<file path="src/rtl/bit_serial_addsub_pkg.sv">
// Shared definitions for the bit-serial adder/subtractor.
// FSM state encodings used by the top-level controller.
package bit_serial_addsub_pkg;

    typedef enum logic [1:0] {
        S_IDLE = 2'd0,
        S_RUN  = 2'd1,
        S_DONE = 2'd2
    } state_t;

endpackage

</file>
<file path="src/rtl/bit_serial_addsub_full_adder.sv">
// Single-bit full adder slice.
// Combinational sum and carry for one operand bit pair.
module bit_serial_addsub_full_adder (
    input  logic a,
    input  logic b,
    input  logic cin,
    output logic sum,
    output logic cout
);

    assign sum  = a ^ b ^ cin;
    assign cout = (a & b) | (a & cin) | (b & cin);

endmodule

</file>
<file path="src/rtl/bit_serial_addsub.sv">
// Bit-serial adder/subtractor: one bit pair per cycle, LSB first.
// Valid/ready handshakes on the operand and result sides.
import bit_serial_addsub_pkg::*;

module bit_serial_addsub #(
    parameter int WIDTH = 32
) (
    input  logic             clk,
    input  logic             reset,
    input  logic             start_valid,
    output logic             start_ready,
    input  logic [WIDTH-1:0] a,
    input  logic [WIDTH-1:0] b,
    input  logic             sub,
    output logic             result_valid,
    input  logic             result_ready,
    output logic [WIDTH-1:0] result,
    output logic             cout,
    output logic             overflow,
    output logic             zero,
    output logic             busy
);

    localparam int CW = $clog2(WIDTH);
    localparam logic [CW-1:0] LAST = CW'(WIDTH - 1);

    state_t state;
    state_t state_next;

    logic [WIDTH-1:0] op_a;
    logic [WIDTH-1:0] op_b;
    logic             carry;
    logic [CW-1:0]    bit_cnt;
    logic             fa_sum;
    logic             fa_cout;
    logic             last_bit;
    logic [WIDTH-1:0] result_next;

    assign last_bit    = (bit_cnt == LAST);
    assign result_next = {fa_sum, result[WIDTH-1:1]};

    bit_serial_addsub_full_adder u_fa (
        .a    (op_a[0]),
        .b    (op_b[0]),
        .cin  (carry),
        .sum  (fa_sum),
        .cout (fa_cout)
    );

    // State register
    always_ff @(posedge clk) begin
        if (reset) state <= S_IDLE;
        else       state <= state_next;
    end

    // Next-state and handshake outputs
    always_comb begin
        state_next   = state;
        start_ready  = 1'b0;
        result_valid = 1'b0;
        busy         = 1'b0;
        unique case (state)
            S_IDLE: begin
                start_ready = 1'b1;
                if (start_valid) state_next = S_RUN;
            end
            S_RUN: begin
                busy = 1'b1;
                if (last_bit) state_next = S_DONE;
            end
            S_DONE: begin
                busy         = 1'b1;
                result_valid = 1'b1;
                if (result_ready) state_next = S_IDLE;
            end
            default: state_next = S_IDLE;
        endcase
    end

    // Operand load, serial shift and flag capture
    always_ff @(posedge clk) begin
        if (reset) begin
            op_a     <= '0;
            op_b     <= '0;
            carry    <= 1'b0;
            bit_cnt  <= '0;
            result   <= '0;
            cout     <= 1'b0;
            overflow <= 1'b0;
            zero     <= 1'b0;
        end else begin
            case (state)
                S_IDLE: begin
                    if (start_valid) begin
                        op_a    <= a;
                        op_b    <= sub ? ~b : b;
                        carry   <= sub;
                        bit_cnt <= '0;
                    end
                end
                S_RUN: begin
                    result <= result_next;
                    op_a   <= op_a >> 1;
                    op_b   <= op_b >> 1;
                    carry  <= fa_cout;
                    if (last_bit) begin
                        cout     <= fa_cout;
                        overflow <= carry ^ fa_cout;
                        zero     <= (result_next == '0);
                    end else begin
                        bit_cnt <= bit_cnt + CW'(1);
                    end
                end
                default: ;
            endcase
        end
    end

endmodule
</file>
<file path="config.mk">
export PLATFORM = sky130hd
export DESIGN_NAME = bit_serial_addsub
export DESIGN_NICKNAME = d
export VERILOG_FILES = /design/src/rtl/bit_serial_addsub_pkg.sv /design/src/rtl/bit_serial_addsub_full_adder.sv /design/src/rtl/bit_serial_addsub.sv
export SDC_FILE = /design/constraint.sdc
export NUM_CORES = 1
export LEC_CHECK = 0
export CAP_MARGIN = 25
export CORE_ASPECT_RATIO = 0.7
export CORE_MARGIN = 1
export CORE_UTILIZATION = 50
export CTS_CLUSTER_DIAMETER = 50
export DETAILED_ROUTE_END_ITERATION = 7
export PLACE_DENSITY = 0.78
export SLEW_MARGIN = 20
export SYNTH_ARGS = -nofsm -noshare
export SYNTH_HDL_FRONTEND = slang
export SYNTH_SLANG_ARGS = --single-unit
</file>
<file path="constraint.sdc">
create_clock -name clk -period 2.3 [get_ports clk]
set_input_delay 0.23 -clock clk [delete_from_list [all_inputs] [get_ports clk]]
set_output_delay 0.23 -clock clk [all_outputs]
set_load 0.01 [all_outputs]
</file>
==> results.txt, run 1 <==
status - finished, final reports clean
Req. time, crit path - 2.07 ns
Core ar. - 9950 µm²
Ant. Diodes - 0
antenna-violating nets left - 0
RSZ-0062 raised after global routing - false
drt first pass iters - 4
post-synthesis sequential area ratio - 40.7%
Synth area leaders - dfxtp_1, mux2i_1, a211oi_2
Slew Viols, Final - 0
FF+latch count, synth - 107
post-place setup slack - 0.301 ns
I/O pin cnt - 107
global route total overflow - 0
die area - 10900 µm²
share of cells above drive strength 1 - 12.3%
Die Y - 87.8 µm
H-tree depth - 3
count leader, synth - dfxtp_1
vias in the first global route - 3845
final worst path period need - 2.01 ns
CTS buffer count - 9
Post-CTS Resized - 0
Worst Path Arrival - 1.78 ns
Cells after DPL - 778
worst reg2reg path depth - 7
leakage power - 2.34 nW
final setup margin - 0.293 ns
R2R Setup Slk - 0.31 ns
max_slew headroom - 61.1%
Placer Congestion - 0.751
post-synth top area share - 40.7%
# clock sinks - 107
TritonCTS clock tree - done
mean area per synthesized cell - 9.07 µm²
met3 routed WL - 503 µm
final period utilization - 87.3%
clk slew on worst S/H paths - 0.07 ns
Hold Path Sink - result[12]
total power - 7.64 mW
prevailing post-synth register cell - dfxtp_1
Synth area leader - dfxtp_1
fmax - 0.498 GHz
clk_lat worst skew - 0.34 ns
clk root buf - clkbuf_16
Max IR drop VDD - 0.580 mV
Post-synth EDFFs - 0
first-pass GRT wire length - 18100 µm
initial antenna violation count - 0
Crit. End Element - output port
port bufs - 106
Final nets - 738
Cells on Worst Hold Path - 2
P per Cell Area - 1160 nW/µm²
Hold Startpoint - reset
vias per cell - 5.22
Distinct cells, synth - 40
pin slew with the least headroom to its limit - 0.584 ns
met2 wire len - 5150 µm
via count - 4133
M1 wire length - 5250 µm
initial DRC count - 209
wire per inst - 13.9 µm
Tot GR Track Use - 20.5%
Syn Std Cell Area - 5260 µm²
# DRC - 0
Setup Fix Bufs, Post-CTS - 0
Rows - 30
max_cap viols - 0
hold crit path type - in2reg
Setup TNS - 0 ns
drt total wl - 11000 µm
Final Core Density - 66.5%
Setup crit start kind - flip-flop
Initial Util - 52.9%
Horiz. Die Dim - 125 µm
syn_nets - 657
most common library cells after synthesis - dfxtp_1, nand2_1, nor2_1
Final Non-Filler Cells - 792
CP max FO - 5
reg-to-reg endpoint - op_b[21]
largest net degree at the start of global routing - 62
cell count after synthesis - 580
Ys Warns - 0
RR Startpoint - state[0]
Area growth, synth to finish - 25.7%
Detailed Place HPWL - 7650 µm
Fin. Hold Viols - 0
Clock Skew - 0.00613 ns
fraction of registers with async set/reset - 0%
final setup fails - 0
# hold bufs at CTS - 0
Setup CP Type - reg2out
Clock Path Buffers - 2
Max Used Layer - met4
power breakdown:
group          total, mW  switching, mW  internal [mW]
logic               3.41           1.93           1.47
clock network       1.58          0.635          0.941
registers           2.66          0.289           2.37
cell usage in the layout, fill, tap and decap left out, drive strengths merged:
master	n
clkinv	1
and3	1
o21ai	35
clkbuf	11
fa	1
ha	7
a221oi	2
a21oi	39
xnor2	33
nand2	102
inv	5
nand3b	2
buf	12
bufinv	2
a211oi	32
clkdlybuf4s50	104
nand4	1
nand4b	1
nor3b	1
nor4	7
and2	3
nand2b	2
a22oi	1
mux2i	67
o31ai	2
dfxtp	107
nand3	2
nor2	74
nor3	6
and2b	1
critical path, cell delays in order (launching register included):
cell	delay, ns
dfxtp_1	0.32
inv_1	0.15
ha_1	0.34
clkdlybuf4s50_1	0.62
state kept, by name (all words and copies together), names as in the netlist:
| register | cells |
|---|---|
| op_a | 32 |
| op_b | 32 |
| result | 32 |
| bit_cnt | 5 |
| state | 2 |
| carry | 1 |
| cout | 1 |
| overflow | 1 |
| zero | 1 |
kinds of logic after synthesis:
logic type | share of synthesized area, %
buffers and inverters | 5.97
adder cells (fa/ha/maj) | 2.05
multiplexers | 13.0
flip-flops | 40.7
AND/OR/NAND/NOR | 16.7
AO/OA/AOI/OAI | 16.1
XOR/XNOR | 5.50
layer usage:
metal	vias up	GRT usage [%]
met5	-	0
met4	0	7.12
met3	11	5.31
met2	84	34.7
met1	1913	25.6
li1	2125	-
worst max path at each step:
stage	startpoint	endpoint	slack, ns	cells past startpoint
6_report	state[1]	start_ready	0.29	3
4_1_cts	state[1]	start_ready	0.27	3
2_1_floorplan	bit_cnt[0]	state[1]	0.56	8
3_3_place_gp	bit_cnt[0]	state[1]	0.39	7
3_5_place_dp	state[0]	op_b[21]	0.30	7
5_1_grt	state[0]	op_b[18]	0.15	7
stage by stage:
stage | hold slack [ns] | area (µm²)
final | 0.313 | 6610
after global routing | 0.322 | 6610
after CTS | 0.302 | 6610
after detailed placement | 0.447 | 6310
after global placement | 0.438 | 6310
after floorplan | 0.432 | 5260
area by class of cell:
| class | instances | area [µm²] |
|---|---|---|
| Inverter | 5 | 18.8 |
| Timing Repair Buffer | 116 | 1180 |
| Multi-Input combinational cell | 422 | 2820 |
| Sequential cell | 107 | 2140 |
| Clock inverter | 3 | 65.1 |
| Tap cell | 128 | 160 |
| Clock buffer | 11 | 233 |
| Fill cell | 770 | 3330 |
Power figures use the tool's default switching activity.
==> run 2, diff against run 1 <==
--- a/config.mk
+++ b/config.mk
@@ -5,13 +5,16 @@
 export SDC_FILE = /design/constraint.sdc
 export NUM_CORES = 1
 export LEC_CHECK = 0
+export ABC_AREA = 1
+export ABC_CLOCK_PERIOD_IN_PS = 2300
 export CAP_MARGIN = 25
 export CORE_ASPECT_RATIO = 0.7
 export CORE_MARGIN = 1
 export CORE_UTILIZATION = 50
 export CTS_CLUSTER_DIAMETER = 50
 export DETAILED_ROUTE_END_ITERATION = 7
-export PLACE_DENSITY = 0.78
+export PLACE_DENSITY = 0.8
+export SETUP_SLACK_MARGIN = 0.15
 export SLEW_MARGIN = 20
 export SYNTH_ARGS = -nofsm -noshare
 export SYNTH_HDL_FRONTEND = slang
==> run 2 against run 1 <==
Sequential power is 15% higher. Via count increased by 11%. Synthesized cell count is 9.1% higher. Critical path depth is the same. Clock power fell by 9%. Sequential share of layout area is 3.0 points higher. Wire length is 2.9% higher. Critical endpoint unchanged.
==> results.txt, run 2 <==
status - finished, final reports clean
initial antenna violation count - 0
clk root buf - clkbuf_16
max_cap viols - 0
pin slew with the least headroom to its limit - 0.702 ns
drt total wl - 11400 µm
Die Y - 82.9 µm
biggest regs - op_a: 32 flops, op_b: 32 flops, result: 32 flops
commonest non-fill, non-tap cell in the layout - o21ai_0
post-synth top area share - 45.8%
H-tree depth - 3
max_slew headroom - 53.2%
P per Cell Area - 1350 nW/µm²
Sequential Area - 2140 µm²
Area growth, synth to finish - 29.3%
port bufs - 106
fraction of registers with async set/reset - 0%
share of cells above drive strength 1 - 4.49%
# clock sinks - 107
placed inst area - 5760 µm²
CTS buffer count - 9
Setup crit start kind - flip-flop
Ys Warns - 0
clk_lat worst skew - 0.34 ns
Setup Fix Bufs, Post-CTS - 0
hold crit path type - in2reg
FILL cells - 799
Rows - 29
drt first pass iters - 5
Final nets - 785
antenna-violating nets left - 0
Final Non-Filler Cells - 837
Setup CP Type - reg2out
Cells after DPL - 821
first-pass GRT wire length - 18800 µm
Crit. End Element - output port
Post-CTS Resized - 0
die area - 9750 µm²
cell count after synthesis - 633
final setup margin - 0.306 ns
syn_nets - 710
CP max FO - 5
crit-path cells - inv_1 > ha_1 > clkdlybuf4s50_1
largest net degree at the start of global routing - 75
Distinct cells, synth - 26
count leader, synth - o21ai_0
via count - 4594
most common library cells after synthesis - o21ai_0, a21oi_1, dfxtp_1
global route total overflow - 0
clk slew on worst S/H paths - 0.07 ns
post-synthesis sequential area ratio - 45.8%
fmax - 0.501 GHz
TritonCTS clock tree - done
Worst Path Arrival - 1.76 ns
Clock Path Buffers - 2
Worst path max stage delay - 0.62 ns
vias per cell - 5.49
vias in the first global route - 4015
Tot GR Track Use - 23.6%
Initial Util - 51.5%
Clock Skew - 0.00517 ns
post-place setup slack - 0.402 ns
Fin. Hold Viols - 0
initial DRC count - 320
Multi-input gate area - 2230 µm²
Synth area leader - dfxtp_1
final period utilization - 86.7%
Worst path slowest cell - clkdlybuf4s50_1
Max IR drop VDD - 1.08 mV
Horiz. Die Dim - 118 µm
# DRC - 0
worst reg2reg path depth - 8
final instance area - 6050 µm²
Syn Std Cell Area - 4680 µm²
I/O pin cnt - 107
mean area per synthesized cell - 7.39 µm²
leakage power - 2.32 nW
Cells on Worst Hold Path - 3
Post-synth EDFFs - 0
Detailed Place HPWL - 7530 µm
Final Core Density - 66.6%
Req. time, crit path - 2.07 ns
Core ar. - 9070 µm²
Synth area leaders - dfxtp_1, o21ai_0, a21oi_1
Ant. Diodes - 0
wire per inst - 13.6 µm
# hold bufs at CTS - 0
RSZ-0062 raised after global routing - false
final worst path period need - 1.99 ns
FF+latch count, synth - 107
prevailing post-synth register cell - dfxtp_1
Slew Viols, Final - 0
Setup TNS - 0 ns
most frequent cells in the layout - o21ai_0, a21oi_1, dfxtp_1
Placer Congestion - 0.815
final setup fails - 0
run 2: changes by cell type in the layout (fill, tap and decap cells not counted), moves of 30 or more:
cell,before,now
o21ai_0,30,129
a21oi_1,29,116
mux2i_1,66,0
a31oi_1,0,32
xnor2_1,33,1
a211oi_2,30,0
run 2: area by class of cell:
type,instances,share of cell area [%]
Timing Repair Buffer,115,19.0
Clock buffer,12,4.24
Tap cell,124,2.57
Sequential cell,107,35.4
Clock inverter,4,0.414
Multi-Input combinational cell,452,36.9
Inverter,23,1.47
run 2: through the flow:
| stage | hold WS, ns | power (mW) |
|---|---|---|
| after floorplan | 0.299 | 5.54 |
| after global placement | 0.456 | 6.57 |
| after detailed placement | 0.459 | 6.73 |
| after CTS | 0.448 | 8.20 |
| after global routing | 0.465 | 8.85 |
| final | 0.454 | 8.19 |
run 2: worst max-delay path, delay by kind of cell, from the launching register on:
family                   cells  cell delay (ns)
buffers and inverters        2             0.79
flip-flops                   1             0.31
adder cells (fa/ha/maj)      1             0.32
run 2: worst paths after layout:
check	start	endpoint	slack (ns)
max	state[1]	start_ready	0.31
min	a[18]	op_a[18]	0.45
max reg2reg	state[1]	op_b[9]	0.37
min reg2reg	op_b[31]	op_b[31]	0.47
run 2: kinds of logic after synthesis:
group           count (synthesis)  share of synthesized area [%]
compound gates                282                           31.3
simple gates                  160                           13.4
xor+xnor                        2                          0.375
fa+ha+maj                       8                           2.30
buf+inv                        74                           6.77
flops                         107                           45.8
run 2: power by group:
part | total [mW] | switching (mW) | internal (mW)
logic | 3.70 | 2.23 | 1.48
clock network | 1.44 | 0.647 | 0.790
registers | 3.05 | 0.464 | 2.58
run 2: metal layers:
metal	track usage (%)	share of wire, %	up-vias
li1	-	-	2329
met1	32.6	49	2087
met2	36.9	45	167
met3	5.08	5.1	11
met4	7.11	0.93	0
met5	0	0	-
==> run 3, diff against run 2 <==
--- a/config.mk
+++ b/config.mk
@@ -6,13 +6,14 @@
 export NUM_CORES = 1
 export LEC_CHECK = 0
 export ABC_AREA = 1
-export ABC_CLOCK_PERIOD_IN_PS = 2300
+export ABC_CLOCK_PERIOD_IN_PS = 2380
 export CAP_MARGIN = 25
 export CORE_ASPECT_RATIO = 0.7
 export CORE_MARGIN = 1
 export CORE_UTILIZATION = 50
 export CTS_CLUSTER_DIAMETER = 50
 export DETAILED_ROUTE_END_ITERATION = 7
+export HOLD_SLACK_MARGIN = 0.02
 export PLACE_DENSITY = 0.8
 export SETUP_SLACK_MARGIN = 0.15
 export SLEW_MARGIN = 20
==> constraint.sdc (replaced) <==
create_clock -name clk -period 2.38 [get_ports clk]
set_input_delay 0.238 -clock clk [delete_from_list [all_inputs] [get_ports clk]]
set_output_delay 0.238 -clock clk [all_outputs]
set_load 0.01 [all_outputs]
==> run 3 against run 2 <==
Critical path depth grew 4. Power shrank 1.8%. Die area is the same. Largest power group unchanged. Highest routed layer unchanged.
==> results.txt, run 3 (same netlist as run 2, synthesis figures left out) <==
commonest non-fill, non-tap cell in the layout - o21ai_0
first-pass GRT wire length - 19000 µm
H-tree depth - 3
crit-path cells - inv_1 > ha_4 > inv_4 > buf_4 > o211ai_1 > o21ai_0 > a21oi_1
# clock sinks - 107
P per Cell Area - 1330 nW/µm²
vias per cell - 5.51
Core ar. - 9070 µm²
Clock Skew - 0.00871 ns
leakage power - 2.32 nW
Die Y - 82.9 µm
via count - 4615
Initial Util - 51.5%
met2 Usage GRT - 37.9%
Setup crit start kind - flip-flop
Setup Fix Bufs, Post-CTS - 0
Horiz. Die Dim - 118 µm
Setup TNS - 0 ns
clk_lat worst skew - 0.34 ns
TritonCTS clock tree - done
Worst path max stage delay - 0.40 ns
Placer Congestion - 0.793
RSZ-0062 raised after global routing - false
port bufs - 106
final setup fails - 0
# hold bufs at CTS - 0
Rows - 29
met1 global-route usage - 32.1%
biggest regs - op_a: 32 flops, op_b: 32 flops, result: 32 flops
clk root buf - clkbuf_16
max_slew headroom - 60.5%
antenna-violating nets left - 0
fmax - 0.498 GHz
most frequent cells in the layout - o21ai_0, a21oi_1, dfxtp_1
CTS buffer count - 9
global route total overflow - 0
max_cap viols - 0
CP max FO - 37
initial antenna violation count - 0
pin slew with the least headroom to its limit - 0.593 ns
wire per inst - 13.8 µm
Crit. End Element - flip-flop
Worst Path Arrival - 2.22 ns
initial DRC count - 316
Final Core Density - 66.8%
busiest layer in global routing - met2
Fin. Hold Viols - 0
# DRC - 0
Ant. Diodes - 0
vias in the first global route - 4022
Clock Path Buffers - 2
total power - 8.04 mW
Detailed Place HPWL - 7700 µm
FILL cells - 795
Slew Viols, Final - 0
drt total wl - 11600 µm
Worst path slowest cell - buf_4
final worst path period need - 2.01 ns
Post-CTS Resized - 0
final period utilization - 84.4%
Area growth, synth to finish - 29.7%
share of cells above drive strength 1 - 4.49%
Final nets - 786
grt met3 use - 4.53%
I/O pin cnt - 107
hold crit path type - in2reg
Req. time, crit path - 2.60 ns
Max IR drop VDD - 0.646 mV
largest net degree at the start of global routing - 65
Setup CP Type - reg2reg
clk slew on worst S/H paths - 0.07 ns
drt first pass iters - 5
status - finished, final reports clean
Tot GR Track Use - 23.6%
die area - 9750 µm²
==> run 3: cell count changes in the layout (fill, tap and decap cells not counted), sizes merged <==
cell and change:
clkbuf -2, inv +1, bufinv +1, clkinv -1, buf +1
==> run 3: final timing paths <==
path            start       end  slack [ns]  depth (start not counted)
max          state[1]  state[1]        0.37                          7
min               sub     carry        0.45                          3
max reg2reg  state[1]  state[1]        0.37                          7
min reg2reg  op_b[31]  op_b[31]        0.47                          2
==> run 3: power breakdown <==
| group | switching (mW) | total [mW] | internal (mW) |
|---|---|---|---|
| clock network | 0.653 | 1.47 | 0.816 |
| registers | 0.464 | 2.96 | 2.50 |
| logic | 2.17 | 3.61 | 1.45 |
==> run 3: cell type report <==
| class | count | area, µm² | share of cell area [%] |
|---|---|---|---|
| Clock inverter | 5 | 62.6 | 1.03 |
| Tap cell | 124 | 155 | 2.56 |
| Multi-Input combinational cell | 452 | 2230 | 36.8 |
| Clock buffer | 10 | 229 | 3.78 |
| Sequential cell | 107 | 2140 | 35.3 |
| Inverter | 23 | 88.8 | 1.47 |
| Timing Repair Buffer | 116 | 1160 | 19.1 |
==> run 3: per-layer routing <==
metal  vias to the layer above  part of all wire (%)
met5                         -                     0
met4                         0                   1.0
met3                         9                   5.2
met2                       157                    45
met1                      2120                    48
li1                       2329                     -
==> run 3: worst max-delay path: cells and delay by family (launching register included) <==
kind	cells	cell delay, ns
AOI/OAI and AO/OA	3	0.50
adders and majority gates	1	0.26
buffers and inverters	3	0.77
DFF	1	0.33
==> run 3: per-stage QoR <==
| stage | setup WS [ns] | std cells | instance area, µm² | hold slack [ns] |
|---|---|---|---|---|
| finish | 0.372 | 837 | 6060 | 0.454 |
| global route | 0.208 | 837 | 6060 | 0.461 |
| CTS | 0.357 | 836 | 6060 | 0.435 |
| detailed placement | 0.361 | 821 | 5760 | 0.463 |
| global placement | 0.479 | 821 | 5760 | 0.456 |
| floorplan | 0.882 | 633 | 4680 | 0.307 |
